## config.mk

```make
export PLATFORM = sky130hd
export DESIGN_NAME = uart_rx_flat
export DESIGN_NICKNAME = d
export VERILOG_FILES = /design/src/rtl/uart_pkg.sv /design/src/rtl/uart_rx_if.sv /design/src/rtl/sync_2ff.sv /design/src/rtl/uart_rx.sv /design/src/flat_wrapper.sv
export SDC_FILE = /design/constraint.sdc
export NUM_CORES = 1
export LEC_CHECK = 0
export BUFFER_PORTS_ARGS = -buffer_cell sky130_fd_sc_hd__buf_4
export CORE_ASPECT_RATIO = 0.8
export CORE_UTILIZATION = 60
export CTS_CLUSTER_SIZE = 30
export DETAILED_ROUTE_END_ITERATION = 6
export HOLD_SLACK_MARGIN = 0.12
export PLACE_DENSITY = 0.8
export SYNTH_ARGS = -nofsm -noshare
export SYNTH_HDL_FRONTEND = slang
export SYNTH_SLANG_ARGS = --single-unit
export TNS_END_PERCENT = 10
```

## constraint.sdc

```tcl
create_clock -name clk -period 5.3 [get_ports clk]
set_clock_uncertainty 0.15 [all_clocks]
set_input_delay 0.53 -clock clk [delete_from_list [all_inputs] [get_ports clk]]
set_output_delay 0.53 -clock clk [all_outputs]
set_load 0.005 [all_outputs]
```

## src/rtl/uart_pkg.sv

```systemverilog
// Shared UART definitions: receiver state encoding and the default bit period.
// The transmitter uses the same default so both ends agree out of the box.
package uart_pkg;

    localparam int CLKS_PER_BIT_DEF = 868;

    typedef enum logic [2:0] {
        ST_IDLE,
        ST_START,
        ST_DATA,
        ST_STOP,
        ST_WAIT_HIGH
    } rx_state_t;

endpackage

```

## src/rtl/uart_rx_if.sv

```systemverilog
// Receiver-side signal bundle: serial line in, byte/valid/ready handshake and
// status pulses out.
interface uart_rx_if;
    import uart_pkg::*;

    logic       rx_serial;
    logic       rx_ready;
    logic [7:0] rx_data;
    logic       rx_valid;
    logic       rx_frame_err;
    logic       rx_overrun;
    logic       rx_busy;

    modport master (
        output rx_serial, rx_ready,
        input  rx_data, rx_valid, rx_frame_err, rx_overrun, rx_busy
    );

    modport slave (
        input  rx_serial, rx_ready,
        output rx_data, rx_valid, rx_frame_err, rx_overrun, rx_busy
    );

endinterface

```

## src/rtl/sync_2ff.sv

```systemverilog
// Two-flop synchronizer for a single asynchronous bit; both flops reset to
// RST_VAL so an idle-high line does not look like an edge after reset.
module sync_2ff #(
    parameter logic RST_VAL = 1'b1
) (
    input  logic clk,
    input  logic reset,
    input  logic i_d,
    output logic o_q
);

    logic r_meta;
    logic r_sync;

    always_ff @(posedge clk) begin
        if (reset) begin
            r_meta <= RST_VAL;
            r_sync <= RST_VAL;
        end else begin
            r_meta <= i_d;
            r_sync <= r_meta;
        end
    end

    assign o_q = r_sync;

endmodule

```

## src/rtl/uart_rx.sv

```systemverilog
// 8N1 UART receiver with mid-bit sampling, one-byte holding register,
// framing-error and overrun pulses.
module uart_rx
    import uart_pkg::*;
#(
    parameter int CLKS_PER_BIT = CLKS_PER_BIT_DEF
) (
    input logic        clk,
    input logic        reset,
    uart_rx_if.slave   rx_if
);

    localparam int             CW       = $clog2(CLKS_PER_BIT);
    localparam int             HALF     = CLKS_PER_BIT / 2;
    localparam logic [CW-1:0]  CNT_LAST = CW'(CLKS_PER_BIT - 1);
    localparam logic [CW-1:0]  CNT_HALF = CW'(HALF - 1);

    logic          w_rxs;
    rx_state_t     r_state;
    logic [CW-1:0] r_cnt;
    logic [2:0]    r_bit_idx;
    logic [7:0]    r_shift;
    logic [7:0]    r_data;
    logic          r_valid;
    logic          r_frame_err;
    logic          r_overrun;

    sync_2ff #(.RST_VAL(1'b1)) u_sync (
        .clk   (clk),
        .reset (reset),
        .i_d   (rx_if.rx_serial),
        .o_q   (w_rxs)
    );

    always_ff @(posedge clk) begin
        if (reset) begin
            r_state     <= ST_IDLE;
            r_cnt       <= '0;
            r_bit_idx   <= '0;
            r_shift     <= '0;
            r_data      <= '0;
            r_valid     <= 1'b0;
            r_frame_err <= 1'b0;
            r_overrun   <= 1'b0;
        end else begin
            r_frame_err <= 1'b0;
            r_overrun   <= 1'b0;
            if (r_valid && rx_if.rx_ready)
                r_valid <= 1'b0;

            case (r_state)
                ST_IDLE: begin
                    if (!w_rxs) begin
                        r_state <= ST_START;
                        r_cnt   <= '0;
                    end
                end
                ST_START: begin
                    if (r_cnt == CNT_HALF) begin
                        if (!w_rxs) begin
                            r_state   <= ST_DATA;
                            r_cnt     <= '0;
                            r_bit_idx <= '0;
                        end else begin
                            r_state <= ST_IDLE;
                        end
                    end else begin
                        r_cnt <= r_cnt + 1'b1;
                    end
                end
                ST_DATA: begin
                    if (r_cnt == CNT_LAST) begin
                        r_cnt   <= '0;
                        r_shift <= {w_rxs, r_shift[7:1]};
                        if (r_bit_idx == 3'd7)
                            r_state <= ST_STOP;
                        else
                            r_bit_idx <= r_bit_idx + 1'b1;
                    end else begin
                        r_cnt <= r_cnt + 1'b1;
                    end
                end
                ST_STOP: begin
                    if (r_cnt == CNT_LAST) begin
                        r_cnt <= '0;
                        if (w_rxs) begin
                            r_state <= ST_IDLE;
                            // A byte accepted this cycle frees the holder for the new one.
                            if (!r_valid || rx_if.rx_ready) begin
                                r_data  <= r_shift;
                                r_valid <= 1'b1;
                            end else begin
                                r_overrun <= 1'b1;
                            end
                        end else begin
                            r_frame_err <= 1'b1;
                            r_state     <= ST_WAIT_HIGH;
                        end
                    end else begin
                        r_cnt <= r_cnt + 1'b1;
                    end
                end
                ST_WAIT_HIGH: begin
                    if (w_rxs)
                        r_state <= ST_IDLE;
                end
                default: r_state <= ST_IDLE;
            endcase
        end
    end

    assign rx_if.rx_data      = r_data;
    assign rx_if.rx_valid     = r_valid;
    assign rx_if.rx_frame_err = r_frame_err;
    assign rx_if.rx_overrun   = r_overrun;
    assign rx_if.rx_busy      = (r_state != ST_IDLE);

endmodule

```

## src/flat_wrapper.sv

```systemverilog
// flat-port wrapper written by rule: the top's interface ports become plain ports
module uart_rx_flat import uart_pkg::*;
#(
    parameter int CLKS_PER_BIT = CLKS_PER_BIT_DEF
)
  (clk, reset, rx_if_rx_serial, rx_if_rx_ready, rx_if_rx_data, rx_if_rx_valid, rx_if_rx_frame_err, rx_if_rx_overrun, rx_if_rx_busy);
  uart_rx_if rx_if_i ();
  input logic clk;
  input logic reset;
  input wire logic [$bits(rx_if_i.rx_serial)-1:0] rx_if_rx_serial;
  input wire logic [$bits(rx_if_i.rx_ready)-1:0] rx_if_rx_ready;
  output wire logic [$bits(rx_if_i.rx_data)-1:0] rx_if_rx_data;
  output wire logic [$bits(rx_if_i.rx_valid)-1:0] rx_if_rx_valid;
  output wire logic [$bits(rx_if_i.rx_frame_err)-1:0] rx_if_rx_frame_err;
  output wire logic [$bits(rx_if_i.rx_overrun)-1:0] rx_if_rx_overrun;
  output wire logic [$bits(rx_if_i.rx_busy)-1:0] rx_if_rx_busy;
  assign rx_if_i.rx_serial = rx_if_rx_serial;
  assign rx_if_i.rx_ready = rx_if_rx_ready;
  assign rx_if_rx_data = rx_if_i.rx_data;
  assign rx_if_rx_valid = rx_if_i.rx_valid;
  assign rx_if_rx_frame_err = rx_if_i.rx_frame_err;
  assign rx_if_rx_overrun = rx_if_i.rx_overrun;
  assign rx_if_rx_busy = rx_if_i.rx_busy;
  uart_rx #(.CLKS_PER_BIT(CLKS_PER_BIT)) u_core (.clk(clk), .reset(reset), .rx_if(rx_if_i));
endmodule
```

# Yosys cells after proc, flatten, opt, wreduce, memory -nomap -nowiden
# Index checks and enable logic that the tools add are counted.
# totals
latch_bits	0
mem_bits_rw	0
romBits	0
mem_count	0
register_bits	37
inputBits	4
elab_cells	69
# classes
n_mux	25
n_eq_ne	15
addsub	2
magnitude_cmp	0
n_div	0
n_bitwise	3
mul	0
n_reduce_logical	14
shifts	0
# op_table
op	count
two-way mux 3 bit	11
two-way mux 10 bit	3
case mux 10 bit (3 select lines)	1
case mux 3 bit (5 select lines)	1
adder 10 x 1 -> 10 bit (second input constant)	1
== test 10 bit (second input constant)	1
== test 10 x 9 -> 1 bit (second input constant)	1
inequality test 2 x 1 -> 1 bit (second input constant)	4
inequality test 2 bit (second input constant)	4
two-way mux 1 bit	7
== test 3 x 2 -> 1 bit (second input constant)	2
== test 3 bit (second input constant)	2
case mux 3 bit (2 select lines)	1
AND reduction 6 bit	1
nonzero test 3 bit	2
AND reduction 5 bit	1
AND reduction 4 bit	1
OR reduction 4 bit	1
adder 3 x 1 -> 3 bit (second input constant)	1
== test 3 x 1 -> 1 bit (second input constant)	1
zero test 3 bit	1
NOT 1 bit	3
OR reduction 3 bit	1
two-way mux 2 bit	1
6 further kinds	6

# Longest topological paths before layout
# Gate-level depths: netlist of run 1.
# logic_depth
depth_word	6
ltp_mapped	7
ltp_nobuf	6

# Cells and area by module
# Synthesis of run 1 repeated with hierarchy kept, for this count alone.
# hier_totals
cells_unflattened	213
hier_area_um2	1883.1
# by_module_without_submodules
module	area_per_inst_um2	instances	cells_each
uart_rx	1830.5	1	209
sync_2ff	52.6	1	4

# Least setup slack after synthesis of run 1
# OpenSTA, ideal clock, no wires.
# synth_timing
path_type	flip-flop to flip-flop
start	register u_core.r_state[2]
end	register u_core.r_shift[0]
arrival_ps	1828
path_slack_ps	3194
synth_period_minus_slack_ps	2106
path_buffers	1
required_ps	5022
stages_incl_launch_ff	6
cell_sequence	dfxtp_1 -> clkbuf_1 -> or3b_2 -> nor4_4 -> mux2i_1 -> nor2_1
# synth_between
elab_chain_cells	2
# synth_rtl
item	line_no	text
from (decl)	uart_rx.sv:19	rx_state_t r_state;
from (signal assigned)	uart_rx.sv:37	r_state <= ST_IDLE;
from (signal assigned)	uart_rx.sv:54	r_state <= ST_START;
from (signal assigned)	uart_rx.sv:61	r_state <= ST_DATA;
== test 3 x 2 -> 1 bit	uart_rx.sv:51	case (r_state)
AND reduction 2 bit (no source line)	n/a	
to (signal assigned)	uart_rx.sv:74	r_shift <= {w_rxs, r_shift[7:1]};
to (decl)	uart_rx.sv:22	logic [7:0] r_shift;
# Every way passes these cells.
# A chain may end at the register's enable or synchronous reset.

# Worst setup path in the final report of run 1
# layout_timing
start	register u_core.r_cnt[5]
end	register u_core.r_bit_idx[1]
# layout_between
elab_chain_cells	3
# layout_rtl
item	line_no	text
from (decl)	uart_rx.sv:20	logic [CW-1:0] r_cnt;
from (signal assigned)	uart_rx.sv:68	r_cnt <= r_cnt + 1'b1;
from (signal assigned)	uart_rx.sv:80	r_cnt <= r_cnt + 1'b1;
from (signal assigned)	uart_rx.sv:100	r_cnt <= r_cnt + 1'b1;
== test 10 bit / == test 10 x 9 -> 1 bit (equally long branches)	uart_rx.sv:72, uart_rx.sv:59	
inequality test 2 x 1 -> 1 bit (no source line)	n/a	
AND reduction 5 bit (no source line) *	n/a	
to (signal assigned)	uart_rx.sv:78	r_bit_idx <= r_bit_idx + 1'b1;
to (decl)	uart_rx.sv:21	logic [2:0] r_bit_idx;
# Mark *: on every way between the ends. The rest lies on a longest branch, timed or not.

==> impl_metrics.py, run 1 <==
metrics = {
    "die": {
        "die_w_um": 63.4,
        "die_y_um": 51.1,
        "rows": 17,
        "core_region_area_um2": 2810,
        "num_io_pins": 16,
        "initial_utilization_pct": 64.4,
        "die-area_um2": 3240,
    },
    "sta": {
        "tns_ps": 0,
        "finalMaxSlewViolations": 0,
        "rsz0062_at_grt": "false",
        "hold_violations": 0,
        "holdWs_ps": 270,
        "fin_crit_sh_pct": 47.3,
        "slew_headroom_pct": 39.0,
        "max_freq_mhz": 399,
        "setup_viol": 0,
        "layout_setup_ws_ps": 2790,
        "min_period_ps": 2510,
        "worstMarginPinSlew_ps": 907,
    },
    "detailed_routing": {
        "drt_wl_total_mm": 3.87,
        "antenna_left": 0,
        "wire_per_inst_um": 15.2,
        "dr.first_iter.drc_count": 132,
        "via_count": 1635,
        "drc": 0,
        "viasPerCell": 6.44,
        "first_pass_iters": 6,
    },
    "clock_tree": {
        "hold_buffers": 0,
        "root_buffer": "clkbuf_8",
        "cts_max_level": 2,
        "numCtsBuffers": 5,
        "clock_sinks": 37,
        "cts_setup_buffers": 0,
        "cts_tree": "built",
        "ctsResizeCount": 0,
        "clock_latency_ps": 290,
        "clock_tree.buffer_depth": 2,
        "clk_pin_slew_worst_paths_ps": 70,
    },
    "global_routing": {
        "grt_util_all_layers_pct": 26.1,
        "grt_pass1_vias": 1394,
        "grt_pass1_wl_mm": 6.43,
        "antenna_found_initial": 0,
        "grt_max_degree": 33,
        "gr-total-overflow": 0,
    },
    "critical_path": {
        "worstPathCellList": "or3b_1 -> o31a_1 -> or3_1 -> o41ai_1",
        "crit_slowest_cell": "or3b_1",
        "crit_family": "simple AND/OR/NAND/NOR gates",
        "r2r_setup_slack_ps": 2790,
        "path_buf_inv": 0,
        "cp-end-kind": "flip-flop",
        "crit_type": "flip-flop to flip-flop",
        "worstReg2RegEnd": "u_core.r_bit_idx[1]",
        "crit_fanout": 16,
        "crit_path_start_kind": "flip-flop",
        "critPathMaxStageDelay_ps": 550,
        "crit_required_ps": 5320,
        "reg2reg_from": "u_core.r_cnt[5]",
        "cp_data_arrival_time_ps": 2530,
        "rr_worst_depth": 4,
    },
    "synthesis": {
        "ys.flop_type": "dfxtp_1",
        "netlist_instances": 207,
        "syn-num-nets": 215,
        "ys_ff_latch": 37,
        "seq_area_frac_synth_pct": 40.9,
        "netlist_area_um2": 1810,
        "async_flop_share_pct": 0,
        "yosysWarnings": 0,
        "synth_edf_count": 0,
        "post_synth_num_cell_types": 44,
        "avgSynthCellArea_um2": 8.74,
    },
    "hold_path": {
        "min_path_cells": 2,
        "min-delay-start": "rx_if_rx_serial",
        "holdPathEnd": "u_core.u_sync.r_meta",
        "hp-class": "primary input to flip-flop",
    },
    "layout": {
        "final_core_util_pct": 70.9,
        "multi_input_area_um2": 997,
        "seqCellArea_um2": 741,
        "n_fill_cell": 237,
        "antennaDiodeCount": 0,
        "syn_to_final_growth_pct": 10.0,
        "drive_gt1_share_pct": 12.5,
        "nets": 225,
        "design_area_um2": 1990,
    },
    "pwr": {
        "powerDensity_nw_per_um2": 238,
        "vdd_drop_max_uv": 213,
        "p_leak_uw": 0.000688,
    },
    "placement": {
        "place_area_um2": 1920,
        "routabilityCongestion": 0.897,
        "preCtsSetupSlack_ps": 2830,
        "hpwl_mm": 2.69,
        "io_buffers": 15,
    },
    "status": {
        "status": "finished clean",
    },
    "flow_run": {
        "cap_violations": 0,
    },
}
## worst max-delay path by stage
stage                                to  depth (start not counted)               from  slack (ps)
finish              u_core.r_bit_idx[1]                          4    u_core.r_cnt[5]        2790
global placement        u_core.r_cnt[0]                          4    u_core.r_cnt[5]        2960
floorplan             u_core.r_shift[0]                          5  u_core.r_state[2]        3190
detailed placement  u_core.r_bit_idx[2]                          4    u_core.r_cnt[5]        2830
CTS                 u_core.r_bit_idx[2]                          4    u_core.r_cnt[5]        2810
global route        u_core.r_bit_idx[1]                          4    u_core.r_cnt[5]        2680
## layer usage
layer,global-route usage [%],part of all wire [%],up-vias
met2,37.9,43,52
met1,36.3,49,784
met3,6.25,7.0,7
li1,-,-,792
met5,0,0,-
met4,12.1,1.4,0
## layout make-up
class / instances / area share [%]
inverters: 5 / 0.943
repair buffers: 15 / 5.66
well taps: 38 / 2.39
clock buffers: 5 / 3.46
flip-flops and latches: 37 / 37.2
clock inverters: 1 / 0.251
multi-input cells: 153 / 50.1
## per-stage QoR
step                      power [µW]  instances
after floorplan                  297        207
after global placement           302        248
after detailed placement         303        248
after CTS                        477        254
after global routing             488        254
final                            475        254
## layout by cell type, fill, tap and decap left out, types with 5 or more instances in the layout
cell / instances
a21oi_1: 13
buf_4: 15
clkbuf_8: 5
dfxtp_1: 37
inv_1: 5
mux2i_1: 8
nand2_1: 9
nand3_1: 18
nor2_1: 10
nor2b_1: 6
nor3_1: 8
o21ai_0: 16
or3_1: 5
## report_power, final
group	leakage (µW)	total [µW]	switching (µW)	internal, µW
Combinational	0.000350	15.4	9.95	5.46
Clock	0.0000399	178	91.5	86.4
Sequential	0.000299	281	2.12	279
Total	0.000688	475	104	371
## state kept, by name (all words and copies together) (netlist names)
register / count
u_core.rx_if.rx_valid: 1
u_core.r_cnt: 10
u_core.rx_if.rx_frame_err: 1
u_core.rx_if.rx_data: 8
u_core.u_sync.o_q: 1
u_core.r_bit_idx: 3
u_core.r_shift: 8
u_core.rx_if.rx_overrun: 1
u_core.u_sync.r_meta: 1
u_core.r_state: 3
## cells by family (layout without fill, tap and decap cells)
group                    count (synthesis)  after routing  share of synthesized area, %
AND/OR/NAND/NOR                         84             84                          27.0
XOR/XNOR                                 2              2                         0.968
adder cells (fa/ha/maj)                  4              4                          2.77
AO/OA/AOI/OAI                           55             55                          19.9
flip-flops                              37             37                          40.9
multiplexers                             8              8                          4.43
buffers and inverters                   17             26                          3.94
## Yosys cell counts (4+ instances only)
| library cell | instances | area (µm²) |
|---|---|---|
| nand3_1 | 18 | 90.1 |
| inv_1 | 5 | 18.8 |
| nor3b_1 | 4 | 30.0 |
| or3_1 | 5 | 31.3 |
| ha_1 | 4 | 50.1 |
| nand2_1 | 9 | 33.8 |
| dfxtp_1 | 37 | 741 |
| nor3_1 | 8 | 40.0 |
| mux2i_1 | 8 | 80.1 |
| o21ai_0 | 16 | 80.1 |
| a21oi_1 | 13 | 65.1 |
| nor2_1 | 10 | 37.5 |
| nand3b_1 | 4 | 30.0 |
| nor2b_1 | 6 | 37.5 |
| clkbuf_1 | 10 | 37.5 |
Power figures use the tool's default switching activity.
==> inputs of run 2 (changes only) <==
CORE_UTILIZATION = 52   (was 60)
PLACE_DENSITY = 0.74   (was 0.8)
clock period = 2.05 ns   (was 5.3 ns; I/O delays follow)
==> impl_metrics.py, run 2 (synthesized netlist as in run 1, its figures left out) <==
metrics = {
    "status": {
        "status": "finished with violations",
        "violations": "setup timing",
    },
    "placement": {
        "routabilityCongestion": 0.929,
        "io_buffers": 15,
        "hpwl_mm": 3.32,
        "place_area_um2": 2110,
        "dp.cells": 274,
    },
    "layout": {
        "design_area_um2": 2340,
        "final_cell_mix": "buf_4, dfxtp_1, nand3_1",
        "regMostFlops": "u_core.r_cnt",
        "syn_to_final_growth_pct": 29.3,
        "nets": 252,
        "antennaDiodeCount": 0,
        "drive_gt1_share_pct": 29.0,
        "final_common_cell": "buf_4",
        "largest_reg_flops": 10,
        "stdcell_count": 285,
    },
    "flow_run": {
        "cap_violations": 0,
    },
    "detailed_routing": {
        "wire_per_inst_um": 17.9,
        "antenna_left": 0,
        "first_pass_iters": 6,
        "drc": 0,
        "dr.first_iter.drc_count": 164,
        "viasPerCell": 6.40,
        "via_count": 1825,
        "drt_wl_total_mm": 5.09,
    },
    "critical_path": {
        "crit_required_ps": 2110,
        "startpoint": "u_core.r_cnt[0]",
        "rr_worst_depth": 5,
        "crit_path_start_kind": "flip-flop",
        "crit_type": "flip-flop to flip-flop",
        "crit_fanout": 4,
        "cp_data_arrival_time_ps": 2130,
        "reg2reg_from": "u_core.r_cnt[0]",
        "cp-end-kind": "flip-flop",
    },
    "clock_tree": {
        "numCtsBuffers": 5,
        "clock_latency_ps": 300,
        "clock_sinks": 37,
        "clk_pin_slew_worst_paths_ps": 80,
        "cts_max_level": 2,
        "cts_tree": "built",
        "root_buffer": "clkbuf_8",
        "clock_tree.buffer_depth": 2,
    },
    "sta": {
        "min_period_ps": 2070,
        "rsz0062_at_grt": "true",
        "hold_violations": 0,
        "layout_setup_ws_ps": -15.7,
        "slew_headroom_pct": 65.7,
        "finalMaxSlewViolations": 0,
        "fin_crit_sh_pct": 101,
        "worstMarginPinSlew_ps": 514,
        "setup_viol": 3,
        "max_freq_mhz": 484,
        "holdWs_ps": 139,
    },
    "pwr": {
        "combPwrFrac_pct": 3.8,
        "p_seq_share_pct": 50.2,
        "p_leak_uw": 0.000872,
        "p_sw_uw": 307,
        "internal_power_uw": 1140,
        "p_sw_share_pct": 21.2,
        "power_uw": 1450,
        "power_frac_clock_pct": 46.0,
        "powerDensity_nw_per_um2": 618,
        "vdd_drop_max_uv": 549,
    },
    "die": {
        "rows": 18,
        "die-area_um2": 3720,
        "die_y_um": 54.8,
        "num_io_pins": 16,
        "die_w_um": 67.9,
        "core_region_area_um2": 3200,
        "initial_utilization_pct": 56.6,
    },
    "global_routing": {
        "grt_util_all_layers_pct": 27.9,
        "gr-total-overflow": 0,
        "grt_max_degree": 33,
        "antenna_found_initial": 0,
        "grt_pass1_wl_mm": 7.44,
        "grt_pass1_vias": 1580,
    },
    "hold_path": {
        "min_path_cells": 2,
        "hp-class": "primary input to flip-flop",
        "min-delay-start": "reset",
    },
}
run 2: cell type report:
cell class                 instances  area, µm²
timing repair buffer              42        330
fill                             244        860
clock inverter                     2       37.5
multi-input combinational        153       1080
clock buffer                       6       82.6
tap                               40       50.0
sequential                        37        743
inverter                           5       18.8
run 2: critical path: stages, from the launching register on:
cell and delay [ps]:
dfxtp_2 370, ha_4 150, nand4b_1 240, o311a_1 470, or3_4 370, o21ai_0 220
run 2: metrics by stage:
stage	setup slack (ps)	utilization, %	TNS, ps
floorplan	-18.7	-	-37.3
global route	-61.4	73.1	-250
CTS	-6.96	71.0	-10.4
detailed placement	-31.7	66.1	-31.7
global placement	50.1	66.1	0
finish	-15.7	73.1	-30.1
run 2: timing repair:
item	in CTS	in global routing
hold buffers	1	0
buffers inserted	1	1
hold endpoints to repair	1	0
setup endpoints to repair	8	31
pin swaps	0	3
resized for setup	4	18
run 2: power by group through the flow:
stage	Combinational, µW	Sequential (µW)	Clock, µW
after floorplan	28.3	741	0
after global placement	48.1	741	0
after detailed placement	49.8	741	0
after CTS	52.2	724	666
after global routing	59.3	725	691
final	55.1	725	665
run 2: worst paths after layout:
kind,endpoint,slack [ps]
min reg2reg,u_core.u_sync.o_q,280
min,u_core.r_shift[3],140
max reg2reg,u_core.r_bit_idx[0],-20
max,u_core.r_bit_idx[0],-20
run 2: routing by layer:
layer	part of all wire [%]	vias to the layer above	GRT usage, %
met2	47	101	43.6
met4	2.7	0	12.5
met5	0	-	0
li1	-	846	-
met1	41	859	36.1
met3	9.2	19	7.08
